===== config.mk =====
export PLATFORM = sky130hd
export DESIGN_NAME = noc_port_fifo
export DESIGN_NICKNAME = d
export VERILOG_FILES = /design/src/rtl/noc_port_fifo.sv
export SDC_FILE = /design/constraint.sdc
export NUM_CORES = 1
export LEC_CHECK = 0
export BUFFER_PORTS_ARGS = -buffer_cell sky130_fd_sc_hd__buf_4
export CAP_MARGIN = 10
export CORE_MARGIN = 2
export CORE_UTILIZATION = 55
export DETAILED_ROUTE_END_ITERATION = 10
export GPL_TIMING_DRIVEN = 0
export PLACE_DENSITY = 0.72
export SYNTH_ARGS = -nofsm -noshare
export SYNTH_HDL_FRONTEND = slang
export SYNTH_SLANG_ARGS = --single-unit

===== constraint.sdc =====
create_clock -name clk -period 6.43 [get_ports clk]
set_clock_uncertainty 0.05 [all_clocks]
set_input_delay 0.3215 -clock clk [delete_from_list [all_inputs] [get_ports clk]]
set_output_delay 0.3215 -clock clk [all_outputs]
set_load 0.02 [all_outputs]

===== src/rtl/noc_port_fifo.sv =====
`default_nettype none
// ============================================================================
//  Module   : noc_port_fifo
//  Purpose  : Router input-port flit FIFO. First-word-fall-through, with
//             almost-full backpressure and a saturating refused-flit counter.
//  Ports    : clk, rst (async, active-low), flush (sync clear)
//             in_valid / in_data / in_ready     - upstream push handshake
//             out_valid / out_data / out_ready  - downstream pop handshake
//             count       - occupancy 0..DEPTH
//             almost_full - count >= AF_LEVEL
//             drop_cnt    - saturating count of in_valid cycles refused while full
//  Revision : 1.0  initial release
// ============================================================================
module noc_port_fifo #(
    parameter int DATA_W   = 8,
    parameter int DEPTH    = 8,
    parameter int AF_LEVEL = DEPTH - 2
) (
    input  logic                       clk,
    input  logic                       rst,
    input  logic                       flush,
    input  logic                       in_valid,
    input  logic [DATA_W-1:0]          in_data,
    output logic                       in_ready,
    output logic                       out_valid,
    output logic [DATA_W-1:0]          out_data,
    input  logic                       out_ready,
    output logic [$clog2(DEPTH):0]     count,
    output logic                       almost_full,
    output logic [7:0]                 drop_cnt
);

    localparam int PTR_W = $clog2(DEPTH);
    localparam int CNT_W = PTR_W + 1;

    logic [DATA_W-1:0] mem_q [DEPTH];

    logic [PTR_W-1:0]  rd_ptr_q,   rd_ptr_d;
    logic [PTR_W-1:0]  wr_ptr_q,   wr_ptr_d;
    logic [CNT_W-1:0]  count_q,    count_d;
    logic [7:0]        drop_cnt_q, drop_cnt_d;

    logic              push;
    logic              pop;
    logic              refuse;

    // Handshake status depends on stored state only; a pop in the same
    // cycle never opens room for a push when full.
    assign in_ready    = (count_q < CNT_W'(DEPTH));
    assign out_valid   = (count_q != '0);
    assign out_data    = mem_q[rd_ptr_q];
    assign count       = count_q;
    assign almost_full = (count_q >= CNT_W'(AF_LEVEL));
    assign drop_cnt    = drop_cnt_q;

    assign push   = in_valid  && in_ready  && !flush;
    assign pop    = out_valid && out_ready && !flush;
    assign refuse = in_valid  && !in_ready && !flush;

    always_comb begin
        rd_ptr_d   = rd_ptr_q;
        wr_ptr_d   = wr_ptr_q;
        count_d    = count_q;
        drop_cnt_d = drop_cnt_q;

        if (flush) begin
            rd_ptr_d = '0;
            wr_ptr_d = '0;
            count_d  = '0;
        end else begin
            // Pointers wrap by natural overflow (DEPTH is a power of two).
            if (push) begin
                wr_ptr_d = wr_ptr_q + PTR_W'(1);
            end
            if (pop) begin
                rd_ptr_d = rd_ptr_q + PTR_W'(1);
            end
            case ({push, pop})
                2'b10:   count_d = count_q + CNT_W'(1);
                2'b01:   count_d = count_q - CNT_W'(1);
                default: count_d = count_q;
            endcase
            if (refuse && (drop_cnt_q != 8'hFF)) begin
                drop_cnt_d = drop_cnt_q + 8'd1;
            end
        end
    end

    always_ff @(posedge clk or negedge rst) begin
        if (!rst) begin
            rd_ptr_q   <= '0;
            wr_ptr_q   <= '0;
            count_q    <= '0;
            drop_cnt_q <= '0;
        end else begin
            rd_ptr_q   <= rd_ptr_d;
            wr_ptr_q   <= wr_ptr_d;
            count_q    <= count_d;
            drop_cnt_q <= drop_cnt_d;
        end
    end

    // Storage is intentionally left out of reset.
    always_ff @(posedge clk) begin
        if (push) begin
            mem_q[wr_ptr_q] <= in_data;
        end
    end

endmodule
`default_nettype wire


==> reports/qor.yml, run 1 <==
async_reset_ff_share_pct: 22.0
yosys.area_share.simple_pct: 7.09
hold_ws_ns: 0.117
slew_headroom_pct: 39.2
die_h_um: 82.9
dp_cells: 305
wl_met1_um: 2520
syn_nets: 214
antenna_found_initial: 0
cts_resized: 0
synth_warnings: 0
port_buffers: 35
drv_cap: 0
fmax_ghz: 0.340
ys_seq_elements: 82
finalNonFillerCells: 320
first_pass_iters: 4
cts_root_buffer: "clkbuf_8"
post-dp-hpwl_um: 3830
final_core_util_pct: 66.3
outcome: "finished clean"
synth_top_family_by_area: "multiplexers"
diodes: 0
grt_pass1_wl_um: 9370
clk_path_buf_depth: 2
avgViaCountPerCell: 5.56
synth-xor-area-share_pct: 3.07
r2r-end: "mem_q[6][6]"
worst_setup_path_end_kind: "output port"
via_count: 1778
worst-r2r-cell-count: 5
synth_top_area_share_pct: 56.1
muxShareOfSynthArea_pct: 14.4
seq_area_frac_synth_pct: 69.3
crit_start: "rd_ptr_q[1]"
crit_path_max_fanout: 10
critPathRequiredTime_ns: 6.06
grt_max_degree: 19
ff2ff_setup_slack_ns: 3.97
cp-start-kind: "flop"
gp_congestion: 0.714
critical_path_class: "flop to output port"
clkLatencyLatePin_ns: 0.34
synth_cell_types: 38
fin_crit_ns: 2.94
synth_top_cell_by_area: "edfxtp_1"
syn2layout_area_growth_pct: 15.3
rsz0062_at_grt: "no"
cts_tree: "yes"
highest_layer: "met4"
clock-sinks: 82
hold_viol_final: 0
totalNegativeSetupSlack_ns: 0
synth.cell_area_mm2: 0.00342
start_util_pct: 57.5
wl_um: 5850
power.density_mw_per_mm2: 351
rows: 28
grt_usage_pct: 18.3
core-area_mm2: 0.00596
cp-endpoint: "out_data[5]"
synth_compound_area_share_pct: 2.48
avgSynthCellArea_um2: 17.6
p_leak_nw: 1.48
worstPathArrival_ns: 2.57
holdBufCountCts: 1
slew_viol_final: 0
wire_per_inst_um: 18.3
htree_levels: 3
num-nets-final: 261
synth.area.top_cells: "edfxtp_1, dfrtp_1, mux4_2"
drc_errors: 0
drive_above_1_share_pct: 33.9
syn_inst: 195
first_global_vias: 1855
path_clk_slew_ns: 0.07
pin_count: 36
post_cts_buffers: 0
numCtsBuffers: 9
drtAntennaViolNets: 0
synth_common_cells: "edfxtp_1, dfrtp_1, nor2_1"
dr.first_iter.drc_count: 81
peakVddDrop_mv: 0.222
grt_overflow: 0
period_share_pct: 45.8
yosysMostFrequentCell: "edfxtp_1"
setup_violations: 0
min_path_type: "input pin to flop"
synth_ff_type: "edfxtp_1"
die_w_um: 82.9
wl_met3_um: 254
wl_met2_um: 3000
synth_edf_count: 64
synthAdderAreaFrac_pct: 2.41
r2r-start: "count[3]"
max_slew.worst_pin.slew_ns: 0.909
die_area_mm2: 0.00687
## worst min path at each step
stage	start	endpoint	slack, ns	cells after the start
floorplan	rst	count[0]	-0.02	0
global placement	rst	count[3]	0.16	1
detailed placement	rst	count[3]	0.16	1
CTS	flush	count[0]	0.10	2
global route	flush	count[0]	0.11	2
finish	flush	count[0]	0.12	2
## metrics by stage
stage,total power [mW],setup WS [ns],instance area [um^2]
after floorplan,0.965,4.03,3420
after global placement,1.10,3.53,3780
after detailed placement,1.11,3.81,3790
after CTS,1.40,3.43,3950
after global routing,1.46,3.35,3950
final,1.39,3.49,3950
## registers in the layout, indices dropped and copies added (netlist names)
signal,flops
mem_q,64
drop_cnt,8
count,4
rd_ptr_q,3
wr_ptr_q,3
## final cells by class
cell class	instances	area, um^2
Tap cell	75	93.8
Inverter	1	3.75
Sequential cell	82	2370
Buffer	8	41.3
Fill cell	437	2010
Clock inverter	5	23.8
Clock buffer	9	124
Multi-Input combinational cell	104	1020
Timing Repair Buffer	36	273
## where the power goes
part / leakage (nW) / internal (mW) / total, mW / switching [mW]
Combinational: 0.584 / 0.222 / 0.444 / 0.222
Clock: 0.0735 / 0.131 / 0.295 / 0.164
Sequential: 0.821 / 0.609 / 0.647 / 0.0385
Total: 1.48 / 0.962 / 1.39 / 0.425
## kinds of logic (layout without fill, tap and decap cells)
kind of cell	Yosys count	in the layout
xor+xnor	12	12
mux	28	28
simple gates	47	47
flops	82	82
fa+ha+maj	6	6
buf+inv	9	59
compound gates	11	11
## per-layer routing
| layer | track usage [%] | up-vias |
|---|---|---|
| met5 | 0 | - |
| met4 | 8.49 | 0 |
| met3 | 3.88 | 7 |
| met2 | 30.9 | 41 |
| met1 | 22.9 | 892 |
| li1 | - | 838 |
## critical path, stage by stage (launching register included)
cell and delay (ns):
dfrtp_1 0.35, clkbuf_1 0.42, buf_1 0.59, mux4_2 0.42, mux2_2 0.28, buf_4 0.16
## cell usage in the layout (no fill, tap or decap), drive strengths merged, types with 6 or more instances in the layout
| cell | Yosys | routed |
|---|---|---|
| nor2 | 17 | 17 |
| mux2 | 9 | 9 |
| mux4 | 16 | 16 |
| edfxtp | 64 | 64 |
| xor2 | 7 | 7 |
| clkbuf | 2 | 11 |
| a21oi | 6 | 6 |
| buf | 6 | 41 |
| nand2 | 7 | 7 |
| dfrtp | 18 | 18 |
| nor3 | 6 | 6 |
No activity file was read; power rests on OpenSTA's default activity.
==> run 2: changes to the inputs <==
- ABC_AREA: not set -> 1
- clock period: 6.43 -> 2.77 ns (I/O delays scaled with it)
==> run 2 against run 1 <==
Against the previous run: cell area is 6.8% higher; flip-flop and latch count stayed put; combinational power grew to 2.9 times the previous value; routed wire length is 29% higher; die area is 3.8% higher; via count is 39% higher.
==> reports/qor.yml, run 2 <==
cp_cell_sequence: "clkbuf_1 -> o21ai_0 -> o32ai_1 -> nand2_1 -> nand2_1 -> buf_4"
syn_inst: 313
hold_depth: 4
layout_common_cells: "edfxtp_1, nand2_1, nor2_1"
via_count: 2478
rows: 29
max_stage_delay_ns: 0.53
switching_share_pct: 35.2
start_util_pct: 56.4
multi_input_area_mm2: 0.00105
max_slew.worst_pin.slew_ns: 1.01
pin_count: 36
hold_viol_final: 0
synth.cell_area_mm2: 0.00356
post-dp-hpwl_um: 4900
p_leak_nw: 1.67
syn_nets: 332
totalNegativeSetupSlack_ns: 0
first_pass_iters: 4
synth_top_area_share_pct: 54.0
cts_resized: 0
cp_slowest_cell: "clkbuf_1"
drive_above_1_share_pct: 17.2
synth_cell_types: 29
period_share_pct: 80.5
seq_area_mm2: 0.00237
core-area_mm2: 0.00631
first_global_vias: 2488
worstPathArrival_ns: 2.04
slew_viol_final: 0
grt_overflow: 0
num-nets-final: 387
wl_um: 7570
avgSynthCellArea_um2: 11.4
outcome: "finished clean"
die_h_um: 84.5
slew_headroom_pct: 32.6
peakVddDrop_mv: 0.542
synth.area.top_cells: "edfxtp_1, dfrtp_1, nand2_1"
total_power_mw: 3.73
dpl_cell_area_mm2: 0.00392
cts_tree: "yes"
die_w_um: 84.5
clkLatencyLatePin_ns: 0.35
fmax_ghz: 0.449
pwr-share-comb_pct: 34.5
r2r-start: "count[3]"
critPathRequiredTime_ns: 2.58
seq_area_frac_synth_pct: 66.6
clk_path_buf_depth: 2
drv_cap: 0
path_clk_slew_ns: 0.08
setup_violations: 0
antenna_found_initial: 0
port_buffers: 35
finalInstanceArea_mm2: 0.00422
crit_path_max_fanout: 10
grt_usage_pct: 23.4
power.density_mw_per_mm2: 885
ff2ff_setup_slack_ns: 0.57
min_path_type: "input pin to flop"
min-delay-start: "flush"
clock-sinks: 82
wire_per_inst_um: 16.8
regMostFlops: "mem_q"
fillers: 484
async_reset_ff_share_pct: 22.0
synth_edf_count: 64
dp_cells: 425
synth_common_cells: "edfxtp_1, nand2_1, nor2_1"
cts_root_buffer: "clkbuf_8"
crit_cells: 6
cp.buffers_inverters: 2
fin_crit_ns: 2.23
critical_path_class: "flop to output port"
gp_congestion: 0.813
crit_top_cell: "nand2_1"
synth_ff_type: "edfxtp_1"
rsz0062_at_grt: "no"
die_area_mm2: 0.00713
htree_levels: 3
diodes: 0
worst-r2r-cell-count: 5
avgViaCountPerCell: 5.51
layout_commonest_cell: "edfxtp_1"
power_switching_mw: 1.31
p_int_mw: 2.42
largest_reg_flops: 64
dr.first_iter.drc_count: 156
ys_seq_elements: 82
synth_warnings: 0
drtAntennaViolNets: 0
grt_pass1_wl_um: 12600
synth_top_cell_by_area: "edfxtp_1"
grt_max_degree: 19
clkPwrFrac_pct: 24.3
cp_top_family: "buffers and inverters"
yosysMostFrequentCell: "edfxtp_1"
finalNonFillerCells: 450
p_seq_share_pct: 41.2
numCtsBuffers: 9
cp-start-kind: "flop"
drc_errors: 0
worst_setup_path_end_kind: "output port"
syn2layout_area_growth_pct: 18.5
crit_start: "rd_ptr_q[1]"
run 2: layer usage:
| layer | track usage (%) | up-vias | routed length (um) |
|---|---|---|---|
| met5 | 0 | - | 0 |
| met1 | 30.8 | 1198 | 3270 |
| met3 | 3.64 | 10 | 362 |
| li1 | - | 1198 | - |
| met4 | 10.1 | 0 | 121 |
| met2 | 39.1 | 72 | 3820 |
run 2: final timing paths:
check,end
min in group asynchronous,wr_ptr_q[2]
worst max register to register,mem_q[4][5]
max in group asynchronous,drop_cnt[4]
worst max-delay path,out_data[6]
worst min-delay path,rd_ptr_q[1]
worst min register to register,drop_cnt[7]
run 2: per-stage QoR:
step	utilization, %	hold slack, ns	setup slack, ns
final	66.8	0.0267	0.541
after floorplan	-	-0.207	0.874
after detailed placement	62.1	-0.0210	0.591
after global placement	62.1	-0.0265	0.671
after CTS	66.8	0.0197	0.520
after global routing	66.8	0.0296	0.380
run 2: cell families after synthesis:
family	count (synthesis)	synth area share, %
simple gates	132	15.7
flops	82	66.6
compound gates	47	7.87
buf+inv	32	3.79
mux	8	2.25
xor+xnor	6	1.48
fa+ha+maj	6	2.32
run 2: worst min-delay path, cell delays in order:
cell	delay (ns)
buf_4	0.10
nor2_1	0.05
nand2_1	0.05
nand2_1	0.04
run 2: power groups by stage:
| stage | Clock, mW | Sequential, mW | Combinational [mW] |
|---|---|---|---|
| 2_1_floorplan | 0 | 1.61 | 0.761 |
| 3_3_place_gp | 0 | 1.56 | 1.26 |
| 3_5_place_dp | 0 | 1.56 | 1.28 |
| 4_1_cts | 0.924 | 1.54 | 1.30 |
| 5_1_grt | 0.989 | 1.56 | 1.42 |
| 6_report | 0.909 | 1.54 | 1.29 |
run 2: what timing repair did:
action | 4_1_cts | 5_1_grt
endpoints found under the hold margin | 82 | 0
buffers inserted | 0 | 0
hold buffers | 9 | 0
endpoints found under the setup margin | 0 | 0
run 2: final cells by class:
type	instances	share of cell area, %
plain buffers	10	1.19
multi-input cells	199	25.0
flip-flops and latches	82	56.2
clock inverters	6	1.93
inverters	22	2.02
clock buffers	10	3.02
repair buffers	44	8.36
well taps	77	2.28
